File: config.mk
export PLATFORM = sky130hd
export DESIGN_NAME = serial_compare_ctrl_flat
export DESIGN_NICKNAME = d
export VERILOG_FILES = /design/src/rtl/serial_compare_ctrl_if.sv /design/src/rtl/serial_compare_ctrl.sv /design/src/flat_wrapper.sv
export SDC_FILE = /design/constraint.sdc
export NUM_CORES = 1
export LEC_CHECK = 0
export ABC_AREA = 1
export CORE_UTILIZATION = 62
export CTS_CLUSTER_DIAMETER = 150
export DETAILED_ROUTE_END_ITERATION = 16
export DONT_BUFFER_PORTS = 1
export PLACE_DENSITY = 0.86
export SYNTH_ARGS = -nofsm -noshare
export SYNTH_HDL_FRONTEND = slang
export SYNTH_SLANG_ARGS = --single-unit
File: constraint.sdc
create_clock -name clk -period 3.7 [get_ports clk]
set_input_delay 0.74 -clock clk [delete_from_list [all_inputs] [get_ports clk]]
set_output_delay 0.74 -clock clk [all_outputs]
set_load 0.03 [all_outputs]
File: src/rtl/serial_compare_ctrl_if.sv
// Request/response bundle between a datapath and the serial comparator controller.
// The master drives the request and operands; the slave returns status and the relation vector.
interface serial_compare_ctrl_if #(
    parameter int WIDTH = 8
);
    logic             start;
    logic [WIDTH-1:0] A;
    logic [WIDTH-1:0] B;
    logic             busy;
    logic             done;
    logic [5:0]       Y;

    modport master (
        output start, A, B,
        input  busy, done, Y
    );

    modport slave (
        input  start, A, B,
        output busy, done, Y
    );
endinterface

File: src/rtl/serial_compare_ctrl.sv
// MSB-first bit-serial unsigned comparator controller with start/busy/done handshake.
// One bit per clock through a shared 1-bit compare stage; stops at the first differing bit.
module serial_compare_bit (
    input  logic a,
    input  logic b,
    output logic diff,
    output logic gt
);
    assign diff = a ^ b;
    assign gt   = a & ~b;
endmodule

module serial_compare_ctrl #(
    parameter int WIDTH = 8
) (
    input  logic                 clk,
    input  logic                 rst_n,
    serial_compare_ctrl_if.slave bus
);
    localparam int IW = (WIDTH > 1) ? $clog2(WIDTH) : 1;

    localparam logic [5:0] Y_EQ = 6'b110001;
    localparam logic [5:0] Y_GT = 6'b101010;
    localparam logic [5:0] Y_LT = 6'b010110;

    typedef enum logic [1:0] {
        IDLE = 2'd0,
        RUN  = 2'd1,
        DONE = 2'd2
    } state_t;

    state_t           state_q, state_d;
    logic [IW-1:0]    idx_q, idx_d;
    logic [WIDTH-1:0] a_q, b_q;
    logic [5:0]       y_q, y_d;
    logic             load;
    logic             bit_diff, bit_gt;

    serial_compare_bit u_bit (
        .a    (a_q[idx_q]),
        .b    (b_q[idx_q]),
        .diff (bit_diff),
        .gt   (bit_gt)
    );

    always_comb begin
        state_d = state_q;
        idx_d   = idx_q;
        y_d     = y_q;
        load    = 1'b0;
        unique case (state_q)
            IDLE: begin
                if (bus.start) begin
                    load    = 1'b1;
                    idx_d   = IW'(WIDTH - 1);
                    state_d = RUN;
                end
            end
            RUN: begin
                // start is deliberately not looked at here: no queuing or restart mid-scan
                if (bit_diff) begin
                    y_d     = bit_gt ? Y_GT : Y_LT;
                    state_d = DONE;
                end else if (idx_q == '0) begin
                    y_d     = Y_EQ;
                    state_d = DONE;
                end else begin
                    idx_d = idx_q - 1'b1;
                end
            end
            DONE: begin
                if (bus.start) begin
                    load    = 1'b1;
                    idx_d   = IW'(WIDTH - 1);
                    state_d = RUN;
                end else begin
                    state_d = IDLE;
                end
            end
            default: state_d = IDLE;
        endcase
    end

    always_ff @(posedge clk or negedge rst_n) begin
        if (!rst_n) begin
            state_q <= IDLE;
            idx_q   <= '0;
            a_q     <= '0;
            b_q     <= '0;
            y_q     <= '0;
        end else begin
            state_q <= state_d;
            idx_q   <= idx_d;
            y_q     <= y_d;
            if (load) begin
                a_q <= bus.A;
                b_q <= bus.B;
            end
        end
    end

    // done is a decode of the DONE state register, so it is registered and one cycle wide
    assign bus.busy = (state_q == RUN);
    assign bus.done = (state_q == DONE);
    assign bus.Y    = y_q;
endmodule

File: src/flat_wrapper.sv
// flat-port wrapper written by rule: the top's interface ports become plain ports
module serial_compare_ctrl_flat 
#(
    parameter int WIDTH = 8
)
  (clk, rst_n, bus_start, bus_A, bus_B, bus_busy, bus_done, bus_Y);
  serial_compare_ctrl_if #(.WIDTH(WIDTH)) bus_i ();
  input  logic clk;
  input  logic rst_n;
  input wire logic [$bits(bus_i.start)-1:0] bus_start;
  input wire logic [$bits(bus_i.A)-1:0] bus_A;
  input wire logic [$bits(bus_i.B)-1:0] bus_B;
  output wire logic [$bits(bus_i.busy)-1:0] bus_busy;
  output wire logic [$bits(bus_i.done)-1:0] bus_done;
  output wire logic [$bits(bus_i.Y)-1:0] bus_Y;
  assign bus_i.start = bus_start;
  assign bus_i.A = bus_A;
  assign bus_i.B = bus_B;
  assign bus_busy = bus_i.busy;
  assign bus_done = bus_i.done;
  assign bus_Y = bus_i.Y;
  serial_compare_ctrl #(.WIDTH(WIDTH)) u_core (.clk(clk), .rst_n(rst_n), .bus(bus_i));
endmodule
==> qor.txt <==
SYNTH
--------------------------------------------------------------------------------
Multiplexer area fraction after synthesis                                      0
Main combinational cell family by area after synthesis              simple AND/OR/NAND/NOR gates
Synthesized area per cell                                              8.22 um^2
Area fraction in and, or, nand and nor cells after synthesis               0.288
Area share of xor/xnor cells in the synthesized design                   0.00634
Yosys warns                                                                    0
Sequential-to-total area share from yosys stat                             0.489
Net count after synthesis                                                    193
Unique cell type count in the Yosys netlist                                   18
Synthesized-area fraction occupied by adder cells                         0.0543
Count of state elements after synthesis                                       27
Gate count of the mapped netlist                                             168
Fraction of the mapped netlist area in compound gates                     0.0688
Post-synthesis instance area                                           1380 um^2

POWER
--------------------------------------------------------------------------------
Post-layout total power                                                  1450 uW
Leakage                                                              0.000766 uW
Maximum resistive drop on vdd                                             504 uV
Power density relative to cell area                                 1040 nW/um^2

WORST SETUP PATH
--------------------------------------------------------------------------------
Endpoint kind of the worst setup timing path                           flip-flop
Startpoint types                                                       flip-flop
Master of the slowest instance on the critical path                      dfrtp_1
Worst path cell trace                                               clkinv_1 -> nand2_1 -> nand3_1 -> nand3_1 -> nand2_1 -> ha_1 -> nand2_1 -> nand2_4 -> inv_2 -> nand2_1 -> nand2_1
Critical path fanouts, max                                                    11
Setup slack, reg-to-reg                                                  1.43 ns
Worst R2R End                                                       u_core.bus.Y[3]
Delay contributed by the slowest stage of the critical path              0.58 ns
Required time of the critical path                                       3.92 ns
Worst path most repeated cell                                            nand2_1
R2R cell count                                                                11
Worst path arrival time                                                  2.49 ns
Worst Setup Path Type                                                 reg -> reg
Worst reg2reg startpoint                                            u_core.idx_q[0]

ROUTE
--------------------------------------------------------------------------------
Number of design rule violations left after detail routing                     0
DRT iter0 DRCs                                                                15
WL/cell                                                                  13.1 um
Vias per std cell                                                           5.42
Drt pass-1 iters                                                               7
Routed vias                                                                 1052
Drt total wl                                                             2550 um
Post-DRT Antenna Nets                                                          0

GLOBAL ROUTING
--------------------------------------------------------------------------------
Maximum number of pins on one net before global-route repair                  36
Vias in the first global route                                              1002
First-pass GRT wire length                                               4280 um
Grt total ovfl                                                                 0
GRT Overall Usage                                                          0.235
Number of antenna violations at the first check in global routing              0

OUTCOME
--------------------------------------------------------------------------------
Result of the run                                                   finished, final reports clean

STA
--------------------------------------------------------------------------------
Final min period                                                         2.27 ns
Final hold viol count                                                          0
Slew at the pin closest to its max-slew limit                           0.540 ns
TNS Setup                                                                   0 ns
Highest achievable clock rate                                            441 MHz
Max-slew violation count                                                       0
Setup repair after global routing missed its margin                           no
Post-route fraction of the period consumed by the critical path            0.612
Slew margin rel.                                                           0.638
Clock Skew                                                             0.0122 ns
Setup violators final                                                          0

LAYOUT
--------------------------------------------------------------------------------
Top library cells by usage in the layout, fill and taps aside       51 x nand2_1, 27 x dfrtp_1, 18 x inv_1
Area delta synth->final                                                    1.18%
Ant. Diodes                                                                    0
Share of cells above drive strength 1                                     0.0719
Final cell utilization of the core                                         0.691
Number of nets at the end of the flow                                        193
Most common cell after layout, fill and taps aside                       nand2_1
Non-Filler Instances                                                         194

CLOCKING
--------------------------------------------------------------------------------
Clk pin slew, worst setup/hold paths                                     0.15 ns
Number of buffers added by the clock tree synthesis step                       3
H-tree depth                                                                   1
CTS tree                                                                     yes
Post-cts hold buffer count                                                     0
Quantity of gates resized following cts                                        0
Setup Buffers After CTS                                                        0
Insertion delay to the later sink of the worst-skew pair                 0.32 ns
Clk Tree Root Cell                                                      clkbuf_4
Buffers from clock root to sink, at most                                       2
Sinks on Clock Net                                                            27

PLACEMENT
--------------------------------------------------------------------------------
Total of buffers placed on input and output ports                              0
Last weighted congestion value of the routability-driven placer            0.853
Final HPWL from detailed placement                                       1860 um
Dpl cells                                                                    190

MIN PATH
--------------------------------------------------------------------------------
Hold crit path type                                                  in -> async

FLOORPLAN
--------------------------------------------------------------------------------
Initial Utilization                                                        0.683
Cell row count                                                                16
# IOs                                                                         27
Die Span Y                                                               49.2 um
Die Outline Area                                                       2420 um^2
Area of the core region                                                2020 um^2
Die W                                                                    49.2 um

RUN
--------------------------------------------------------------------------------
Max-cap check violation count                                                  0

==> stage by stage <==
stage,hold WS (ns),cell area [um^2],setup slack (ns)
finish,0.0824,1400,1.43
CTS,0.0848,1400,1.49
global placement,0.445,1370,1.68
floorplan,0.444,1380,2.05
detailed placement,0.445,1370,1.54
global route,0.0659,1400,1.23
==> where the power goes <==
| part | total [uW] | switching, uW | leakage (uW) | internal [uW] |
|---|---|---|---|---|
| clock | 127 | 84.4 | 0.0000150 | 42.2 |
| sequential | 591 | 153 | 0.000309 | 438 |
| combinational | 734 | 489 | 0.000443 | 245 |
| total | 1450 | 727 | 0.000766 | 725 |
==> cells in the mapped netlist, drive strengths merged <==
| library cell | n | area (um^2) |
|---|---|---|
| a21oi | 16 | 80.1 |
| buf | 5 | 43.8 |
| clkinv | 1 | 3.75 |
| dfrtp | 27 | 676 |
| ha | 6 | 75.1 |
| inv | 21 | 81.3 |
| nand2 | 55 | 226 |
| nand3 | 15 | 87.6 |
| nor2 | 18 | 83.8 |
| o21ai | 3 | 15.0 |
| xnor2 | 1 | 8.76 |
==> sequential cells by signal, summed over array words and instances (netlist names) <==
| register | cells |
|---|---|
| u_core.state_q | 2 |
| u_core.a_q | 8 |
| u_core.bus.Y | 6 |
| u_core.idx_q | 3 |
| u_core.b_q | 8 |
==> final cells by class <==
cell class | count | area (um^2)
sequential | 27 | 676
tap | 27 | 33.8
clock buffer | 4 | 26.3
inverter | 22 | 85.1
multi-input combinational | 114 | 577
fill | 168 | 624
==> worst max-delay path by stage <==
stage | from | to | slack, ns | depth (start not counted)
4_1_cts | u_core.idx_q[0] | u_core.bus.Y[3] | 1.49 | 11
3_5_place_dp | u_core.idx_q[0] | u_core.bus.Y[3] | 1.54 | 11
2_1_floorplan | u_core.idx_q[0] | u_core.bus.Y[0] | 2.05 | 11
3_3_place_gp | u_core.idx_q[0] | u_core.bus.Y[3] | 1.68 | 11
6_report | u_core.idx_q[0] | u_core.bus.Y[3] | 1.43 | 11
5_1_grt | u_core.idx_q[0] | u_core.bus.Y[0] | 1.23 | 11
==> logic make-up after synthesis <==
family	Yosys count
AND/OR/NAND/NOR	88
buffers and inverters	27
flip-flops	27
AO/OA/AOI/OAI	19
adder cells (fa/ha/maj)	6
XOR/XNOR	1
==> metal layers <==
layer  vias up  global-route usage  wire, um
li1        514                   -         -
met1       483               0.283      1100
met4         0               0.118        80
met2        42               0.395      1250
met3        13              0.0498       111
met5         -                   0         0
==> critical path, delay by kind of cell (launching register included) <==
family	cells	cell delay (ns)
fa+ha+maj	1	0.38
simple gates	8	0.77
buf+inv	2	0.41
flops	1	0.58
Power figures use the tool's default switching activity.
